File: src/rtl/seq_pkg.sv
// seq_pkg -- definitions shared by the serial-sequence blocks.
//
// Contents:
//   state_t         FSM state encoding of seq_gen (IDLE, SHIFT, PARITY)
//   SEQ_SIZE        default word length (also used by seq_detect benches)
//   SEQ_BIT_CYCLES  default clocks per serial bit
//   cnt_width()     counter width for a modulus, never less than 1 bit
package seq_pkg;

  typedef enum logic [1:0] {
    IDLE   = 2'd0,
    SHIFT  = 2'd1,
    PARITY = 2'd2
  } state_t;

  localparam int SEQ_SIZE       = 32;
  localparam int SEQ_BIT_CYCLES = 2;

  // $clog2(1) is 0, which would give a zero-width counter.
  function automatic int cnt_width(input int n);
    return (n > 1) ? $clog2(n) : 1;
  endfunction

endpackage

File: src/rtl/seq_gen_tick.sv
// seq_gen_tick -- bit-period counter for seq_gen.
//
// Counts 0..BIT_CYCLES-1 while enabled and raises tick during the last count,
// so the owner acts on the edge where the counter wraps back to 0.
//
// Ports:
//   clk     in   system clock, rising edge
//   reset   in   asynchronous, active-high reset
//   clear   in   synchronous clear to 0 (has priority over enable)
//   enable  in   advance the counter this cycle
//   tick    out  high in the cycle whose closing edge wraps the counter
module seq_gen_tick
  import seq_pkg::*;
#(
  parameter int BIT_CYCLES = SEQ_BIT_CYCLES
) (
  input  logic clk,
  input  logic reset,
  input  logic clear,
  input  logic enable,
  output logic tick
);

  localparam int            CW   = cnt_width(BIT_CYCLES);
  localparam logic [CW-1:0] LAST = CW'(BIT_CYCLES - 1);

  logic [CW-1:0] cnt;

  assign tick = enable && (cnt == LAST);

  // NOTE: state uses non-blocking assignments so every flop samples the
  // pre-edge values; the reset branch is in the sensitivity list because the
  // reset must act without waiting for a clock.
  always_ff @(posedge clk or posedge reset) begin
    if (reset) begin
      cnt <= '0;
    end else if (clear) begin
      cnt <= '0;
    end else if (enable) begin
      cnt <= tick ? '0 : cnt + CW'(1);
    end
  end

endmodule

File: src/rtl/seq_gen.sv
// seq_gen -- bit-serial sequence generator.
//
// Accepts a SIZE-bit word via a ready/load handshake and shifts it out
// MSB-first on seq, holding each bit for BIT_CYCLES clocks. seq, busy and
// done are registered; ready is decoded directly from the state register.
//
// Build option: define SEQ_GEN_PARITY_EN to append one even-parity bit
// (XOR of the captured word) after the data bits.
//
// Ports:
//   clk    in   system clock, rising edge
//   reset  in   asynchronous, active-high reset
//   data   in   word to transmit, sampled only on an accepted load
//   load   in   request to start transmission of data
//   ready  out  load will be accepted (state IDLE)
//   seq    out  serial output, MSB first, idle level 0
//   busy   out  high while a frame is being shifted out
//   done   out  one-cycle pulse in the first IDLE cycle after a frame
module seq_gen
  import seq_pkg::*;
#(
  parameter int SIZE       = SEQ_SIZE,
  parameter int BIT_CYCLES = SEQ_BIT_CYCLES
) (
  input  logic            clk,
  input  logic            reset,
  input  logic [SIZE-1:0] data,
  input  logic            load,
  output logic            ready,
  output logic            seq,
  output logic            busy,
  output logic            done
);

  localparam int            BW       = cnt_width(SIZE);
  localparam logic [BW-1:0] BIT_LAST = BW'(SIZE - 1);

  state_t          state, state_d;
  logic [SIZE-1:0] shreg, shreg_d;
  logic [BW-1:0]   bit_cnt, bit_cnt_d;
  logic            tick;
  logic            accept;
  logic            seq_d, busy_d, done_d;
`ifdef SEQ_GEN_PARITY_EN
  logic            par_q, par_d;
`endif

  assign ready  = (state == IDLE);
  assign accept = load && ready;

  // The period counter sits at 0 throughout IDLE, so the first bit of a
  // frame always gets a full BIT_CYCLES period.
  seq_gen_tick #(
    .BIT_CYCLES(BIT_CYCLES)
  ) u_tick (
    .clk   (clk),
    .reset (reset),
    .clear (state == IDLE),
    .enable(state != IDLE),
    .tick  (tick)
  );

  // State register.
  always_ff @(posedge clk or posedge reset) begin
    if (reset) begin
      state <= IDLE;
    end else begin
      state <= state_d;
    end
  end

  // Next-state and datapath-next logic.
  always_comb begin
    // NOTE: every signal gets its hold value first so that no path through
    // the case leaves one unassigned, which would infer a latch.
    state_d   = state;
    shreg_d   = shreg;
    bit_cnt_d = bit_cnt;
`ifdef SEQ_GEN_PARITY_EN
    par_d     = par_q;
`endif
    case (state)
      IDLE: begin
        if (accept) begin
          state_d   = SHIFT;
          shreg_d   = data;
          bit_cnt_d = BIT_LAST;
`ifdef SEQ_GEN_PARITY_EN
          par_d     = ^data;
`endif
        end
      end
      SHIFT: begin
        if (tick) begin
          shreg_d = shreg << 1;
          if (bit_cnt == '0) begin
`ifdef SEQ_GEN_PARITY_EN
            state_d = PARITY;
`else
            state_d = IDLE;
`endif
          end else begin
            // Stops at 0: the last wrap leaves SHIFT instead of underflowing.
            bit_cnt_d = bit_cnt - BW'(1);
          end
        end
      end
      PARITY: begin
`ifdef SEQ_GEN_PARITY_EN
        if (tick) begin
          state_d = IDLE;
        end
`else
        state_d = IDLE;
`endif
      end
      default: state_d = IDLE;
    endcase
  end

  // Output logic: decoded from the next state so the registered outputs line
  // up with the state they describe, with no extra cycle of latency.
  always_comb begin
    seq_d  = 1'b0;
    busy_d = (state_d != IDLE);
    done_d = (state_d == IDLE) && (state != IDLE);
    case (state_d)
      SHIFT:   seq_d = shreg_d[SIZE-1];
`ifdef SEQ_GEN_PARITY_EN
      PARITY:  seq_d = par_d;
`endif
      default: seq_d = 1'b0;
    endcase
  end

  // Datapath and output registers.
  always_ff @(posedge clk or posedge reset) begin
    if (reset) begin
      shreg   <= '0;
      bit_cnt <= '0;
      seq     <= 1'b0;
      busy    <= 1'b0;
      done    <= 1'b0;
`ifdef SEQ_GEN_PARITY_EN
      par_q   <= 1'b0;
`endif
    end else begin
      shreg   <= shreg_d;
      bit_cnt <= bit_cnt_d;
      seq     <= seq_d;
      busy    <= busy_d;
      done    <= done_d;
`ifdef SEQ_GEN_PARITY_EN
      par_q   <= par_d;
`endif
    end
  end

endmodule
File: config.mk
export PLATFORM = sky130hd
export DESIGN_NAME = seq_gen
export DESIGN_NICKNAME = d
export VERILOG_FILES = /design/src/rtl/seq_pkg.sv /design/src/rtl/seq_gen_tick.sv /design/src/rtl/seq_gen.sv
export SDC_FILE = /design/constraint.sdc
export NUM_CORES = 1
export LEC_CHECK = 0
export CAP_MARGIN = 20
export CORE_MARGIN = 5
export CORE_UTILIZATION = 40
export CTS_BUF_LIST = sky130_fd_sc_hd__clkbuf_16
export CTS_CLUSTER_SIZE = 24
export DETAILED_ROUTE_END_ITERATION = 10
export GPL_TIMING_DRIVEN = 0
export PLACE_DENSITY = 0.65
export SYNTH_ARGS = -nofsm -noshare
export SYNTH_HDL_FRONTEND = slang
export SYNTH_SLANG_ARGS = --single-unit
File: constraint.sdc
create_clock -name clk -period 1.9 [get_ports clk]
set_input_delay 0.38 -clock clk [delete_from_list [all_inputs] [get_ports clk]]
set_output_delay 0.38 -clock clk [all_outputs]
set_load 0.01 [all_outputs]
==> summary.md <==
| Metric | Value |
|---|---|
| First-pass GRT wire length | `6.90 mm` |
| Largest cells by area after synthesis | `dfrtp_1, a222oi_1, inv_1` |
| Max-cap violations | `0` |
| Via count | `1470` |
| Synth Flop Type | `dfrtp_1` |
| Reg clk slew, reported paths | `60 ps` |
| Number of synthesized flops with an enable pin | `0` |
| Worst Path Required | `2050 ps` |
| Sequential-to-total area share from yosys stat | `0.572` |
| RSZ-0062 raised after global routing | `false` |
| CTS Hold Bufs | `0` |
| Max VDD drop | `0.000538 V` |
| Fillers | `427` |
| Static Leakage | `1.18 nW` |
| Crit share post-route | `0.941` |
| # IOs | `39` |
| F_max | `559 MHz` |
| R2R Path End | `bit_cnt[4]` |
| Syn nets | `201` |
| Hold Crit Depth | `2` |
| WL per Instance | `15.8 um` |
| DRT iter0 DRCs | `185` |
| Area of the mapped netlist | `1880 sq um` |
| CTS tree | `built` |
| Row cnt | `25` |
| Global placement routability congestion | `0.811` |
| R2R Setup Slk | `160 ps` |
| Slew Limit Fails | `0` |
| Final Non-Filler Cells | `263` |
| Setup violators final | `0` |
| Worst slew pin tran | `876 ps` |
| First drt pass iteration count | `5` |
| Clk Latency, worst-skew pair | `280 ps` |
| Seq cells post-synth | `43` |
| Register area | `1080 sq um` |
| Core Footprint | `4630 sq um` |
| Via/cell ratio | `5.59` |
| Longest Clk Path Bufs | `2` |
| Yosys Warn Count | `0` |
| Min-delay src | `shreg[11]` |
| Clock sinks | `43` |
| Max transition margin | `0.415` |
| Startpoint Class | `input port` |
| Layout cell share with drive strength beyond 1 | `0.0861` |
| Vias in the first global route | `1577` |
| R2R depth | `6` |
| N_diodes | `0` |
| Distinct cell type count after synthesis | `28` |
| Cell area power density | `1010 nW/um^2` |
| Post-layout nets | `246` |
| Multi-input gate area | `581 sq um` |
| GRT Util Overall | `0.140` |
| Syn Inst Count | `164` |
| Initial Utilization | `0.406` |
| Worst Clk Skew | `4.40 ps` |
| Drt total wl | `4.16 mm` |
| Die Wd | `78.6 um` |
| Total CTS buffers | `5` |
| R2R Path Start | `bit_cnt[0]` |
| CP endpoint kind | `register` |
| Fraction of registers with async set/reset | `1.00` |
| Total gr overflow | `0` |
| Avg Cell Area, Syn | `11.5 sq um` |
| Top cells by count, synth | `dfrtp_1, inv_1, a222oi_1` |
| Post CTS Setup Buffer Count | `0` |
| Initial antenna violation count | `0` |
| Worst hold slack | `488 ps` |
| Dpl hpwl | `2.98 mm` |
| # DRC | `0` |
| Htree depth | `2` |
| Fin. Hold Viols | `0` |
| Full die area | `6180 sq um` |
| CP Max Fanout | `10` |
| Die height | `78.6 um` |
| Crit Path Class | `input port to register` |
| Status | `finished clean` |
| Largest net degree at the start of global routing | `44` |
| Post-route ant nets | `0` |
| IO Port Bufs | `38` |
| Worst hold path class | `register to register` |
| Yosys top cell area share | `0.572` |
| CTS root buf | `clkbuf_16` |
| Worst hold path endpoint | `shreg[12]` |
| Placed Cells | `256` |
| Data arrival, critical path | `1940 ps` |
| Layout overhead on the synthesized area | `30.9%` |
| Most frequent cell after synthesis | `dfrtp_1` |
| Post-layout min period | `1790 ps` |
| Yosys top cell by area | `dfrtp_1` |
[placed cells by master, fill, tap and decap left out]
| cell type | n |
|---|---|
| dfrtp_1 | 43 |
| clkdlybuf4s50_1 | 37 |
| inv_1 | 35 |
| a222oi_1 | 30 |
| nor2_1 | 7 |
| buf_6 | 5 |
| clkbuf_16 | 5 |
| clkbuf_1 | 4 |
| nand2_1 | 4 |
| mux2i_1 | 3 |
| buf_2 | 3 |
| o21ai_0 | 3 |
| a211o_1 | 2 |
| or3_1 | 2 |
| nor3_1 | 2 |
| or3b_1 | 2 |
| a31o_2 | 2 |
| o22ai_1 | 2 |
| nand2b_1 | 2 |
| ha_1 | 2 |
| and2_1 | 1 |
| or2_1 | 1 |
| a22o_1 | 1 |
| and3b_1 | 1 |
| buf_1 | 1 |
| nor4b_2 | 1 |
| nand3_1 | 1 |
| a31oi_1 | 1 |
| inv_2 | 1 |
| xnor2_1 | 1 |
| clkinv_1 | 1 |
| clkinv_2 | 1 |
| dlygate4sd2_1 | 1 |
| conb_1 | 1 |
[registers in the layout, summed over array words and instances (netlist names)]
name,cells
state,2
shreg,32
bit_cnt,5
seq,1
done,1
busy,1
u_tick.cnt,1
[what timing repair did]
item	4_1_cts	5_1_grt
pin swaps	0	1
gates cloned	0	0
endpoints found under the hold margin	0	0
resized for setup	1	0
endpoints found under the setup margin	1	2
[cell type report]
| class | instances | share of cell area |
|---|---|---|
| Buffer | 13 | 0.0366 |
| Clock buffer | 5 | 0.0508 |
| Clock inverter | 2 | 0.00356 |
| Inverter | 36 | 0.0549 |
| Multi-Input combinational cell | 72 | 0.236 |
| Sequential cell | 43 | 0.437 |
| Tap cell | 54 | 0.0274 |
| Timing Repair Buffer | 38 | 0.154 |
[how the worst max path moves through the flow]
stage / from / slack [ps] / depth (start not counted) / endpoint
floorplan: bit_cnt[0] / 260 / 6 / bit_cnt[4]
detailed placement: load / -180 / 7 / shreg[1]
CTS: load / 110 / 7 / shreg[1]
global route: load / 0.6 / 7 / shreg[1]
finish: load / 110 / 7 / shreg[1]
global placement: reset / -270 / 2 / shreg[10]
[metrics by stage]
stage               power (mW)  utilization  instance area (sq um)  TNS (ps)  worst slack [ps]
floorplan                 1.53            -                   1880         0               263
global placement          1.67        0.503                   2330    -14480              -275
detailed placement        1.71        0.503                   2330     -3580              -180
CTS                       2.51        0.532                   2460         0               105
global route              2.61        0.532                   2460         0             0.608
finish                    2.48        0.532                   2460         0               112
[logic make-up after synthesis]
logic type                 after synthesis  share of synthesized area
AOI/OAI and AO/OA                       41                      0.201
DFF                                     43                      0.572
other                                    1                    0.00199
adders and majority gates                2                     0.0133
and+or+nand+nor                         24                     0.0718
buffers and inverters                   49                      0.120
muxes                                    3                     0.0160
xor gates and xnor gates                 1                    0.00466
[worst max-delay path: stages]
cell and delay [ps]:
clkdlybuf4s50_1 530, mux2i_1 110, or2_1 230, buf_6 130, buf_2 170, a222oi_1 300, inv_1 80
[where the power goes]
group	switching, mW	internal, mW	leakage [nW]	total, mW
logic	0.212	0.263	0.597	0.475
clock network	0.316	0.472	0.0671	0.788
registers	0.112	1.10	0.520	1.22
[metal layers]
metal | share of wire | wire [um] | track usage
met3 | 0.079 | 328 | 0.0436
met1 | 0.42 | 1760 | 0.166
met2 | 0.48 | 2010 | 0.239
met4 | 0.013 | 55 | 0.0507
met5 | 0 | 0 | 0
Power figures use the tool's default switching activity.
